File: src/rtl/seq_multiplier_32bit.sv
// ---------------------------------------------------------------------------
// seq_multiplier_32bit
//
// Purpose:
//   Multi-cycle unsigned shift-add multiplier for the 32-bit ALU datapath.
//   One multiplier bit is retired per clock. The product register doubles as
//   the multiplier shift register: the low half starts out holding operand B
//   and is consumed from bit 0 upward, while partial sums build up in the
//   high half and shift down into the vacated low bits.
//
// Ports:
//   clk           in   1         system clock, all state updates on rising edge
//   reset         in   1         synchronous, active-high reset
//   start         in   1         begin a multiply (only honoured in IDLE)
//   multiplicand  in   WIDTH     operand A, latched when start is accepted
//   multiplier    in   WIDTH     operand B, latched when start is accepted
//   product       out  2*WIDTH   unsigned A*B, valid while done=1 and held
//                                until the next accepted start
//   busy          out  1         high while the shift-add loop is running
//   done          out  1         one-cycle pulse, product is valid
//
// Timing:
//   start accepted at edge k -> RUN for WIDTH edges -> DONE for one cycle ->
//   done pulses in the cycle after edge k+WIDTH+1 (33 edges for WIDTH=32).
//   With start held high the next operation is accepted on the edge right
//   after the done pulse appears, giving one result every WIDTH+2 cycles.
// ---------------------------------------------------------------------------
module seq_multiplier_32bit #(
    parameter int WIDTH = 32
) (
    input  logic                 clk,
    input  logic                 reset,
    input  logic                 start,
    input  logic [WIDTH-1:0]     multiplicand,
    input  logic [WIDTH-1:0]     multiplier,
    output logic [2*WIDTH-1:0]   product,
    output logic                 busy,
    output logic                 done
);

    // One extra counter bit so the count can never wrap inside an operation.
    localparam int COUNT_W = $clog2(WIDTH) + 1;

    typedef enum logic [1:0] {
        IDLE = 2'd0,
        RUN  = 2'd1,
        DONE = 2'd2
    } state_t;

    state_t                 state_q, state_d;
    logic [2*WIDTH-1:0]     product_q, product_d;
    logic [WIDTH-1:0]       mcand_q, mcand_d;
    logic [COUNT_W-1:0]     count_q, count_d;
    logic                   busy_q, busy_d;
    logic                   done_q, done_d;
    logic [WIDTH:0]         sum;
    logic [WIDTH:0]         addend;

    // Next-state and datapath logic. In RUN the high half of the product
    // conditionally absorbs the multiplicand (when the current multiplier
    // bit, product[0], is set) at WIDTH+1 bits so the carry survives, then
    // the whole register shifts right by one with that carry as its new MSB.
    // The done pulse is raised on the edge that leaves DONE, which places it
    // one cycle after the DONE state itself and keeps done/busy registered.
    always_comb begin
        state_d   = state_q;
        product_d = product_q;
        mcand_d   = mcand_q;
        count_d   = count_q;
        done_d    = 1'b0;
        addend    = product_q[0] ? {1'b0, mcand_q} : {(WIDTH+1){1'b0}};
        sum       = {1'b0, product_q[2*WIDTH-1:WIDTH]} + addend;

        case (state_q)
            IDLE: begin
                if (start) begin
                    mcand_d   = multiplicand;
                    product_d = {{WIDTH{1'b0}}, multiplier};
                    count_d   = '0;
                    state_d   = RUN;
                end
            end
            RUN: begin
                product_d = {sum, product_q[WIDTH-1:1]};
                count_d   = count_q + COUNT_W'(1);
                if (count_q == COUNT_W'(WIDTH - 1)) begin
                    state_d = DONE;
                end
            end
            DONE: begin
                state_d = IDLE;
                done_d  = 1'b1;
            end
            default: begin
                state_d = IDLE;
            end
        endcase

        busy_d = (state_d == RUN);
    end

    // All state and the registered busy/done outputs. Reset is synchronous
    // and takes priority over everything, so a reset during RUN simply
    // abandons the operation without ever producing a done pulse.
    always_ff @(posedge clk) begin
        if (reset) begin
            state_q   <= IDLE;
            product_q <= '0;
            mcand_q   <= '0;
            count_q   <= '0;
            busy_q    <= 1'b0;
            done_q    <= 1'b0;
        end else begin
            state_q   <= state_d;
            product_q <= product_d;
            mcand_q   <= mcand_d;
            count_q   <= count_d;
            busy_q    <= busy_d;
            done_q    <= done_d;
        end
    end

    assign product = product_q;
    assign busy    = busy_q;
    assign done    = done_q;

endmodule

File: config.mk
export PLATFORM = sky130hd
export DESIGN_NAME = seq_multiplier_32bit
export DESIGN_NICKNAME = d
export VERILOG_FILES = /design/src/rtl/seq_multiplier_32bit.sv
export SDC_FILE = /design/constraint.sdc
export NUM_CORES = 1
export LEC_CHECK = 0
export BUFFER_PORTS_ARGS = -buffer_cell sky130_fd_sc_hd__buf_4
export CORE_ASPECT_RATIO = 1.2
export CORE_MARGIN = 2
export CORE_UTILIZATION = 44
export CTS_BUF_LIST = sky130_fd_sc_hd__clkbuf_2 sky130_fd_sc_hd__clkbuf_4 sky130_fd_sc_hd__clkbuf_8
export DETAILED_ROUTE_END_ITERATION = 8
export MAX_ROUTING_LAYER = met4
export PLACE_DENSITY = 0.73
export SLEW_MARGIN = 20
export SYNTH_ARGS = -nofsm -noshare
export SYNTH_HDL_FRONTEND = slang
export SYNTH_SLANG_ARGS = --single-unit
File: constraint.sdc
create_clock -name clk -period 3.5 [get_ports clk]
set_input_delay 0.35 -clock clk [delete_from_list [all_inputs] [get_ports clk]]
set_output_delay 0.35 -clock clk [all_outputs]
set_load 0.02 [all_outputs]
==> metrics.yaml, run 1 <==
cts:
  cts_made_buffers: 9
  clk_latency_ns: 0.40
  clockBufferDepth: 2
  postCtsHoldBufs: 0
  ctsResizeCount: 0
  cts_tree: "done"
  cts.reportedPaths.clkPinSlew_ns: 0.11
  postCtsSetupRepairBufs: 0
  htree_levels: 3
  root_buffer: "clkbuf_8"
  numClockSinks: 106
sta:
  rsz0062_at_grt: "no"
  post-route-min-period_ns: 2.72
  hold_viol_final: 0
  tightest_slew_ns: 1.04
  fin_skew_ns: 0.0162
  fin_crit_sh: 0.777
  slew_violations: 0
  final.setup.tns_ns: 0
  timing.hold.ws_ns: 0.183
  relSlewSlack: 0.305
  max_freq_mhz: 368
  setup-violations-final: 0
route:
  antenna_left: 0
  drc: 0
  drtIter0Drc: 411
  via_per_inst: 5.38
  dr.pass1.iters: 5
  dr_total_vias: 5839
  post_drt_wl_per_cell_um: 14.7
  routed_wl_mm: 15.9
floorplanning:
  fp.dieW_um: 111
  fp.coreArea_mm2: 0.0134
  ios: 133
  initial_core_util: 0.454
  die_area_mm2: 0.0147
  die_height_um: 133
  std_cell_rows: 46
grt:
  antenna_found_initial: 0
  grt_pass1_wl_mm: 26.7
  first_global_vias: 5587
  grt-ovfl-total: 0
  grt_max_degree: 46
  track_usage: 0.221
place:
  place_congestion: 0.936
  portBuffers: 132
  dp_hpwl_mm: 11.8
  dp.cells: 1069
flow_run:
  maxCapViolCount: 0
yosys:
  syn_area_mm2: 0.00606
  synth_nets: 904
  avgSynthCellArea_um2: 7.54
  ys_ff_latch: 106
  yosys_warnings: 0
  yosysMostFrequentCell: "nand2_1"
  synth_edf_count: 0
  yosysTopAreaCellShare: 0.350
  synth_common_cells: "nand2_1, nor2_1, dfxtp_1"
  yosysTopAreaCell: "dfxtp_1"
  syn-instance-count: 803
  ys_seq_area_frac: 0.350
  async_flop_share: 0
  ys_top_cells_by_area: "dfxtp_1, a21oi_1, nand2_1, nor2_1, ha_1"
  synth_cell_type_count: 62
  synth_ff_type: "dfxtp_1"
setup_path:
  crit_path_start_kind: "flip-flop"
  crit_fanout: 22
  required_ns: 3.80
  crit_type: "flip-flop to flip-flop"
  end_kind: "flip-flop"
  arrival_ns: 3.02
worst_hold_path:
  worstHoldPathType: "primary input to flip-flop"
final_layout:
  syn_to_final_growth_pct: 21.6
  fillers: 1327
  drive_gt1_frac: 0.203
  nets: 1013
  fin_util: 0.552
  final_cells: 1085
  num_antenna_cells: 0
power_and_ir_drop:
  leakage_nw: 3.23
  irDropWorstVdd_v: 0.000216
  power_density_mw_per_mm2: 340
run_status:
  status: "finished, final reports clean"
## path summary, 6_finish.rpt
path / startpoint / endpoint / slack (ns) / cells past startpoint
max reg2reg: product[0]$_SDFFE_PP0P_ / product[61]$_SDFFE_PP0P_ / 0.78 / 12
max: product[0]$_SDFFE_PP0P_ / product[61]$_SDFFE_PP0P_ / 0.78 / 12
min reg2reg: mcand_q[29]$_SDFFE_PP0P_ / mcand_q[29]$_SDFFE_PP0P_ / 0.46 / 2
min: multiplicand[3] / mcand_q[3]$_SDFFE_PP0P_ / 0.18 / 3
## registers in the layout, summed over array words and instances (netlist names)
name     cells
product     64
busy         1
done         1
count_q      6
state_q      2
mcand_q     32
## routing by layer
metal | track usage | wire (um)
met5 | - | 0
met2 | 0.369 | 7590
met1 | 0.275 | 7190
met4 | 0.0796 | 342
met3 | 0.0298 | 781
## metrics by stage
step                      instance area (um2)  power (mW)  setup WS (ns)
after floorplan                          6060        1.58          0.946
after global routing                     7370        2.61          0.583
after CTS                                7370        2.53          0.769
final                                    7370        2.50          0.779
after detailed placement                 7170        1.77          0.779
after global placement                   7170        1.76          0.862
## worst max-delay path, stage by stage (launching register included)
cell and delay [ns]:
dfxtp_1 0.34, buf_4 0.22, and2_1 0.15, ha_1 0.16
inv_1 0.05, fa_1 0.43, nor2b_4 0.15, o211ai_2 0.12
a21oi_4 0.22, a311oi_4 0.15, o21ai_1 0.28, nor2_1 0.09
a211o_1 0.26
## kinds of logic after synthesis
logic type | synth area share
AOI/OAI and AO/OA | 0.249
buffers and inverters | 0.0556
muxes | 0.00496
and+or+nand+nor | 0.234
adders and majority gates | 0.0715
xor gates and xnor gates | 0.0347
DFF | 0.350
## where the power goes
group	leakage [nW]	internal [mW]	switching (mW)	total, mW
Clock	0.0955	0.279	0.488	0.767
Sequential	0.868	1.27	0.0312	1.30
Combinational	2.26	0.183	0.254	0.437
Total	3.23	1.73	0.773	2.50
## final cells by class
class	count	area, um2	area share
Sequential cell	106	2120	0.288
Timing Repair Buffer	144	1080	0.147
Tap cell	168	210	0.0285
Inverter	40	150	0.0204
Multi-Input combinational cell	611	3610	0.490
Clock inverter	7	70.1	0.00951
Clock buffer	9	124	0.0168
## cells in the final DEF (no fill, tap or decap), types with 5 or more instances in the layout
cell type and n:
buf_4 144, nand2_1 118, nor2_1 111, dfxtp_1 106, a21oi_1 95, inv_1 40
and2_1 35, a211oi_1 33, ha_1 33, o21ai_0 21, o21ai_1 19, nand3_1 14
xor2_1 12, xnor2_1 12, a22oi_1 10, a21o_1 9, clkbuf_8 9, nor3_1 6
a21oi_2 6, nand4_1 5, o21bai_1 5
No activity file was read; power rests on OpenSTA's default activity.
==> inputs of run 2 (changes only) <==
--- a/config.mk
+++ b/config.mk
@@ -5,6 +5,7 @@
 export SDC_FILE = /design/constraint.sdc
 export NUM_CORES = 1
 export LEC_CHECK = 0
+export ABC_AREA = 1
 export BUFFER_PORTS_ARGS = -buffer_cell sky130_fd_sc_hd__buf_4
 export CORE_ASPECT_RATIO = 1.2
 export CORE_MARGIN = 2
@@ -12,7 +13,7 @@
 export CTS_BUF_LIST = sky130_fd_sc_hd__clkbuf_2 sky130_fd_sc_hd__clkbuf_4 sky130_fd_sc_hd__clkbuf_8
 export DETAILED_ROUTE_END_ITERATION = 8
 export MAX_ROUTING_LAYER = met4
-export PLACE_DENSITY = 0.73
+export PLACE_DENSITY = 0.72
 export SLEW_MARGIN = 20
 export SYNTH_ARGS = -nofsm -noshare
 export SYNTH_HDL_FRONTEND = slang
==> constraint.sdc (replaced) <==
create_clock -name clk -period 2.6 [get_ports clk]
set_input_delay 0.26 -clock clk [delete_from_list [all_inputs] [get_ports clk]]
set_output_delay 0.26 -clock clk [all_outputs]
set_load 0.02 [all_outputs]
==> run 2 against run 1 <==
Global-route usage grew 2.9 points. Register-to-register slack worse by 0.49 ns. Clock skew decreased by 0.00076 ns. Synthesized cell count rose by 34%. Setup slack worse by 0.49 ns. Cell area rose by 7.9%. Clock-buffer cell count unchanged. Sequential cell count unchanged.
==> metrics.yaml, run 2 <==
power_and_ir_drop:
  irDropWorstVdd_v: 0.000250  # +16%
  leakage_nw: 4.37  # +35%
  power_density_mw_per_mm2: 438  # +29%
place:
  pre_cts_slack_ns: 0.331  # -0.448 ns
  dp_hpwl_mm: 14.2  # +20%
  dp.cells: 1384  # +29%
  portBuffers: 132  # unchanged
  place_congestion: 0.978  # +4.5%
sta:
  tightest_slew_ns: 0.653  # -0.386 ns
  fin_skew_ns: 0.0154  # -0.000755 ns
  fin_ws_ns: 0.292  # -0.487 ns
  post-route-min-period_ns: 2.31  # -0.413 ns
  rsz0062_at_grt: "no"
  relSlewSlack: 0.564  # +0.260
  final.setup.tns_ns: 0  # unchanged
  setup-violations-final: 0  # unchanged
  max_freq_mhz: 433  # +18%
  fin_crit_sh: 0.888  # +0.110
  timing.hold.ws_ns: 0.105  # -0.0782 ns
  slew_violations: 0  # unchanged
  hold_viol_final: 0  # unchanged
final_layout:
  syn_to_final_growth_pct: 21.0
  fin_util: 0.549  # -0.00271
  num_antenna_cells: 0  # unchanged
  final_common_cell: "nand2_1"
  nets: 1296  # +28%
  drive_gt1_frac: 0.141  # -0.0620
  final_cell_mix: "nand2_1, inv_1, buf_4"
  largest_reg_flops: 64  # unchanged
  final_cells: 1400  # +29%
floorplanning:
  ios: 133  # unchanged
  initial_core_util: 0.454  # about the same
  die_area_mm2: 0.0159  # +8.1%
  fp.coreArea_mm2: 0.0145  # +8.4%
  die_height_um: 138  # +4.0%
  fp.dieW_um: 116  # +4.0%
  std_cell_rows: 48  # +4.3%
yosys:
  syn_area_mm2: 0.00657  # +8.4%
  ys_ff_latch: 106  # unchanged
  synth_nets: 1179  # +30%
  ys_seq_area_frac: 0.323  # -0.0272
  async_flop_share: 0  # unchanged
  synth_edf_count: 0  # unchanged
  syn-instance-count: 1078  # +34%
  yosysTopAreaCell: "dfxtp_1"
  yosys_warnings: 0  # unchanged
  synth_cell_type_count: 33  # -47%
  yosysTopAreaCellShare: 0.323  # -0.0272
  yosysMostFrequentCell: "nand2_1"
  ys_top_cells_by_area: "dfxtp_1, nand2_1, inv_1, nor2_1, ha_1"
  synth_ff_type: "dfxtp_1"
  synth_common_cells: "nand2_1, inv_1, nor2_1"
  avgSynthCellArea_um2: 6.09  # -19%
setup_path:
  slowest_delay_ns: 0.39  # -0.04 ns
  slowest_stage: "fa_1"
  crit_path_start_kind: "flip-flop"
  crit_top_cell: "nand3_1"
  crit_fanout: 18  # -18%
  crit_type: "flip-flop to flip-flop"
  end_kind: "flip-flop"
  arrival_ns: 2.63  # -0.39 ns
  crit_path_cell_trace: "buf_4 -> nand2_1 -> fa_1 -> inv_1 -> nand3_1 -> nand3_1 -> nand3_1 -> nand3_1 -> nand2_1 -> nand3_1 -> nand3_1 -> a21oi_1"
  critPathBufInv: 2  # unchanged
  crit_family: "simple AND/OR/NAND/NOR gates"
  required_ns: 2.92  # -0.88 ns
grt:
  grtUsageMet3: 0.0396  # +0.00982
  met1_usage: 0.310  # +0.0347
  grt_max_degree: 52  # +13%
  grt_pass1_wl_mm: 30.5  # +14%
  first_global_vias: 6402  # +15%
  grt-ovfl-total: 0  # unchanged
  track_usage: 0.250  # +0.0290
  grt.busiest_layer: "met2"
  antenna_found_initial: 0  # unchanged
  met2_usage: 0.412  # +0.0428
route:
  drtIter0Drc: 344  # -16%
  antenna_left: 0  # unchanged
  dr_total_vias: 6879  # +18%
  routed_wl_mm: 18.8  # +18%
  drc: 0  # unchanged
  via_per_inst: 4.91  # -8.7%
  dr.pass1.iters: 8  # +3
  post_drt_wl_per_cell_um: 13.4  # -8.5%
cts:
  clockBufferDepth: 2  # unchanged
  clk_latency_ns: 0.40  # about the same
  root_buffer: "clkbuf_8"
  cts_tree: "done"
  ctsResizeCount: 0  # unchanged
  cts_made_buffers: 9  # unchanged
  numClockSinks: 106  # unchanged
  cts.reportedPaths.clkPinSlew_ns: 0.12  # about the same
  htree_levels: 3  # unchanged
  postCtsHoldBufs: 0  # unchanged
  postCtsSetupRepairBufs: 0  # unchanged
run_status:
  status: "finished, final reports clean"
worst_hold_path:
  worstHoldPathType: "primary input to flip-flop"
flow_run:
  maxCapViolCount: 0  # unchanged
## run 2: cell types whose count changed after synthesis, sizes merged, moves of 12 or more
| cell | change |
|---|---|
| a21oi | -33 |
| xor2 | -12 |
| a211oi | -33 |
| nand2 | +247 |
| nand3 | +36 |
| inv | +144 |
| xnor2 | -12 |
| and2 | -35 |
## run 2: cells by family after synthesis
group / Yosys count / share of synthesized area
fa+ha+maj: 34 / 0.0659
flops: 106 / 0.323
buf+inv: 222 / 0.131
compound gates: 163 / 0.143
simple gates: 553 / 0.337
## run 2: power by group
part           switching [mW]  internal [mW]  leakage (nW)
registers              0.0600           1.71         0.868
clock network           0.670          0.473         0.112
logic                   0.340          0.227          3.39
## run 2: path summary, 6_finish.rpt
| path | from | end | slack (ns) | depth (start not counted) |
|---|---|---|---|---|
| setup / recovery | product[0]$_SDFFE_PP0P_ | product[59]$_SDFFE_PP0P_ | 0.29 | 12 |
| hold / removal | multiplicand[7] | mcand_q[7]$_SDFFE_PP0P_ | 0.10 | 3 |
| setup reg to reg | product[0]$_SDFFE_PP0P_ | product[59]$_SDFFE_PP0P_ | 0.29 | 12 |
| hold reg to reg | state_q[1]$_SDFF_PP0_ | done$_SDFF_PP0_ | 0.49 | 2 |
## run 2: routing by layer
layer  vias up  routed length [um]
met1      3054                8340
li1       3593                   -
met5         -                   0
met2       202                8890
met4         0                 461
met3        30                1090
## run 2: layout make-up
cell class / count / area, um2
clock buffer: 9 / 124
inverter: 185 / 694
multi-input combinational: 750 / 3580
sequential: 106 / 2120
clock inverter: 7 / 101
tap: 200 / 250
timing repair buffer: 143 / 1070
fill: 1505 / 6530
## run 2: worst reg2reg max path, cell delays in order (launching register included)
cell	delay, ns
dfxtp_1	0.37
buf_4	0.25
nand2_1	0.13
fa_1	0.39
inv_1	0.13
nand3_1	0.09
nand3_1	0.15
nand3_1	0.10
nand3_1	0.17
nand2_1	0.13
nand3_1	0.11
nand3_1	0.08
a21oi_1	0.14
## run 2: through the flow
step | power (mW) | area [um2]
after floorplan | 2.14 | 6570
after global placement | 2.37 | 7720
after detailed placement | 2.38 | 7720
after CTS | 3.52 | 7950
after global routing | 3.64 | 7950
final | 3.48 | 7950
==> inputs of run 3 (changes only) <==
--- a/config.mk
+++ b/config.mk
@@ -10,10 +10,11 @@
 export CORE_ASPECT_RATIO = 1.2
 export CORE_MARGIN = 2
 export CORE_UTILIZATION = 44
-export CTS_BUF_LIST = sky130_fd_sc_hd__clkbuf_2 sky130_fd_sc_hd__clkbuf_4 sky130_fd_sc_hd__clkbuf_8
+export CTS_BUF_LIST = sky130_fd_sc_hd__clkbuf_4 sky130_fd_sc_hd__clkbuf_8 sky130_fd_sc_hd__clkbuf_16
 export DETAILED_ROUTE_END_ITERATION = 8
 export MAX_ROUTING_LAYER = met4
 export PLACE_DENSITY = 0.72
+export SETUP_SLACK_MARGIN = 0.5
 export SLEW_MARGIN = 20
 export SYNTH_ARGS = -nofsm -noshare
 export SYNTH_HDL_FRONTEND = slang
==> run 3 against run 2 <==
Critical path depth is 3 higher. Via count up 3.7%. Routed wire length grew 8.7%. Critical path type unchanged. Utilization is 7.0 points higher.
==> metrics.yaml, run 3 (synthesized netlist as in run 2, its figures left out) <==
worst_hold_path:
  worstHoldPathType: "primary input to flip-flop"
  min_path_cells: 3  # unchanged
place:
  portBuffers: 132  # unchanged
  place_congestion: 0.970  # -0.84%
  pre_cts_slack_ns: 0.237  # -0.0942 ns
  dp_hpwl_mm: 14.2  # +0.46%
final_layout:
  num_antenna_cells: 0  # unchanged
  final_common_cell: "nand2_1"
  drive_gt1_frac: 0.270  # +0.130
  nets: 1309  # +1.0%
  final_cell_mix: "nand2_1, inv_1, buf_4"
  syn_to_final_growth_pct: 36.3
  fillers: 1350  # -10%
  largest_reg_flops: 64  # unchanged
power_and_ir_drop:
  p_int_mw: 2.70  # +12%
  p_switching_mw: 1.07  # -0.16%
  irDropWorstVdd_v: 0.000304  # +21%
  power_density_mw_per_mm2: 421  # -4.0%
  leakage_nw: 4.59  # +5.2%
  p_clk_frac: 0.361  # +0.033
  sequentialPowerShare: 0.472  # -0.037
  power_mw: 3.76  # +8.2%
  combPwrFrac: 0.167  # +0.004
  p_sw_frac: 0.284  # -0.0237
route:
  drtIter0Drc: 420  # +22%
  antenna_left: 0  # unchanged
  via_per_inst: 5.05  # +2.7%
  dr.pass1.iters: 7  # -1
  drc: 0  # unchanged
  dr_total_vias: 7132  # +3.7%
  routed_wl_mm: 20.4  # +8.7%
  post_drt_wl_per_cell_um: 14.5  # +7.7%
cts:
  root_buffer: "clkbuf_16"
  clockBufferDepth: 2  # unchanged
  cts_made_buffers: 9  # unchanged
  postCtsHoldBufs: 0  # unchanged
  htree_levels: 3  # unchanged
  numClockSinks: 106  # unchanged
  cts.reportedPaths.clkPinSlew_ns: 0.07  # -0.05 ns
  cts_tree: "done"
  clk_latency_ns: 0.36  # -0.04 ns
sta:
  post-route-min-period_ns: 2.12  # -0.189 ns
  fin_crit_sh: 0.815  # -0.0728
  timing.hold.ws_ns: 0.148  # +0.0431 ns
  max_freq_mhz: 472  # +8.9%
  tightest_slew_ns: 0.645  # -0.00807 ns
  setup-violations-final: 0  # unchanged
  hold_viol_final: 0  # unchanged
  slew_violations: 0  # unchanged
  relSlewSlack: 0.570  # +0.00538
  rsz0062_at_grt: "yes"
  fin_skew_ns: 0.00501  # -0.0104 ns
  fin_ws_ns: 0.481  # +0.189 ns
  final.setup.tns_ns: 0  # unchanged
grt:
  first_global_vias: 6495  # +1.5%
  grt_pass1_wl_mm: 30.7  # +0.59%
  antenna_found_initial: 0  # unchanged
  grt_max_degree: 65  # +25%
  grt-ovfl-total: 0  # unchanged
  track_usage: 0.252  # +0.00192
floorplanning:
  die_height_um: 138  # unchanged
  fp.dieW_um: 116  # unchanged
  ios: 133  # unchanged
  die_area_mm2: 0.0159  # unchanged
  initial_core_util: 0.454  # unchanged
  std_cell_rows: 48  # unchanged
  fp.coreArea_mm2: 0.0145  # unchanged
setup_path:
  ff2ff_path_depth: 15  # +3
  crit_path_start_kind: "flip-flop"
  arrival_ns: 2.41  # -0.22 ns
  crit_path_cell_trace: "buf_6 -> nand2_1 -> inv_1 -> ha_4 -> nand2_1 -> inv_1 -> nand2_1 -> nand2_1 -> nand2_1 -> nand2_1 -> a21oi_2 -> nand2_1 -> nand2_1 -> nand3_1 -> a21oi_1"
  slowest_stage: "dfxtp_4"
  crit_top_cell: "nand2_1"
  crit_type: "flip-flop to flip-flop"
  end_kind: "flip-flop"
  required_ns: 2.89  # -0.03 ns
  slowest_delay_ns: 0.47  # +0.08 ns
  crit_fanout: 7  # -11
flow_run:
  maxCapViolCount: 0  # unchanged
run_status:
  status: "finished, final reports clean"
run 3: changes by cell type in the layout (fill, tap and decap cells not counted), sizes merged:
cell	change
clkbuf	+4
clkinv	-3
nor2	+1
bufinv	-1
inv	+1
buf	+11
run 3: worst paths after layout:
check	from	to	slack (ns)
hold / removal	multiplicand[4]	mcand_q[4]$_SDFFE_PP0P_	0.15
hold reg to reg	state_q[1]$_SDFF_PP0_	done$_SDFF_PP0_	0.48
setup reg to reg	product[0]$_SDFFE_PP0P_	product[58]$_SDFFE_PP0P_	0.48
setup / recovery	product[0]$_SDFFE_PP0P_	product[58]$_SDFFE_PP0P_	0.48
run 3: area by class of cell:
cell class	instances	area, um2	area share
repair buffers	155	1220	0.137
clock buffers	12	260	0.0291
multi-input cells	751	4370	0.488
inverters	185	694	0.0776
clock inverters	4	31.3	0.00349
flip-flops and latches	106	2130	0.237
well taps	200	250	0.0280
run 3: what timing repair did:
| item | in CTS | in global routing |
|---|---|---|
| hold endpoints to repair | 0 | 0 |
| gates resized for setup | 43 | 148 |
| buffers inserted | 4 | 8 |
| pin swaps | 3 | 36 |
| gates cloned | 0 | 2 |
| setup endpoints to repair | 24 | 31 |
run 3: metrics by stage:
stage	utilization	std cells	cell area (um2)
2_1_floorplan	-	1078	6570
3_3_place_gp	0.534	1383	7730
3_5_place_dp	0.534	1383	7730
4_1_cts	0.569	1403	8230
5_1_grt	0.619	1413	8950
6_report	0.619	1413	8950
run 3: critical path: cells and delay by family, from the launching register on:
| family | cells | cell delay, ns |
|---|---|---|
| compound gates | 2 | 0.33 |
| fa+ha+maj | 1 | 0.23 |
| buf+inv | 3 | 0.29 |
| flops | 1 | 0.47 |
| simple gates | 9 | 0.72 |
run 3: routing by layer:
metal,vias to the layer above,global-route usage,routed length [um]
li1,3630,-,-
met1,3205,0.306,8590
met2,265,0.415,10100
met3,32,0.0392,1310
met4,0,0.107,466
met5,-,-,0
run 3: power groups by stage:
| stage | logic, mW | clock network (mW) | registers (mW) |
|---|---|---|---|
| 2_1_floorplan | 0.299 | 0 | 1.84 |
| 3_3_place_gp | 0.561 | 0 | 1.81 |
| 3_5_place_dp | 0.567 | 0 | 1.81 |
| 4_1_cts | 0.585 | 1.38 | 1.77 |
| 5_1_grt | 0.691 | 1.45 | 1.79 |
| 6_report | 0.630 | 1.36 | 1.78 |
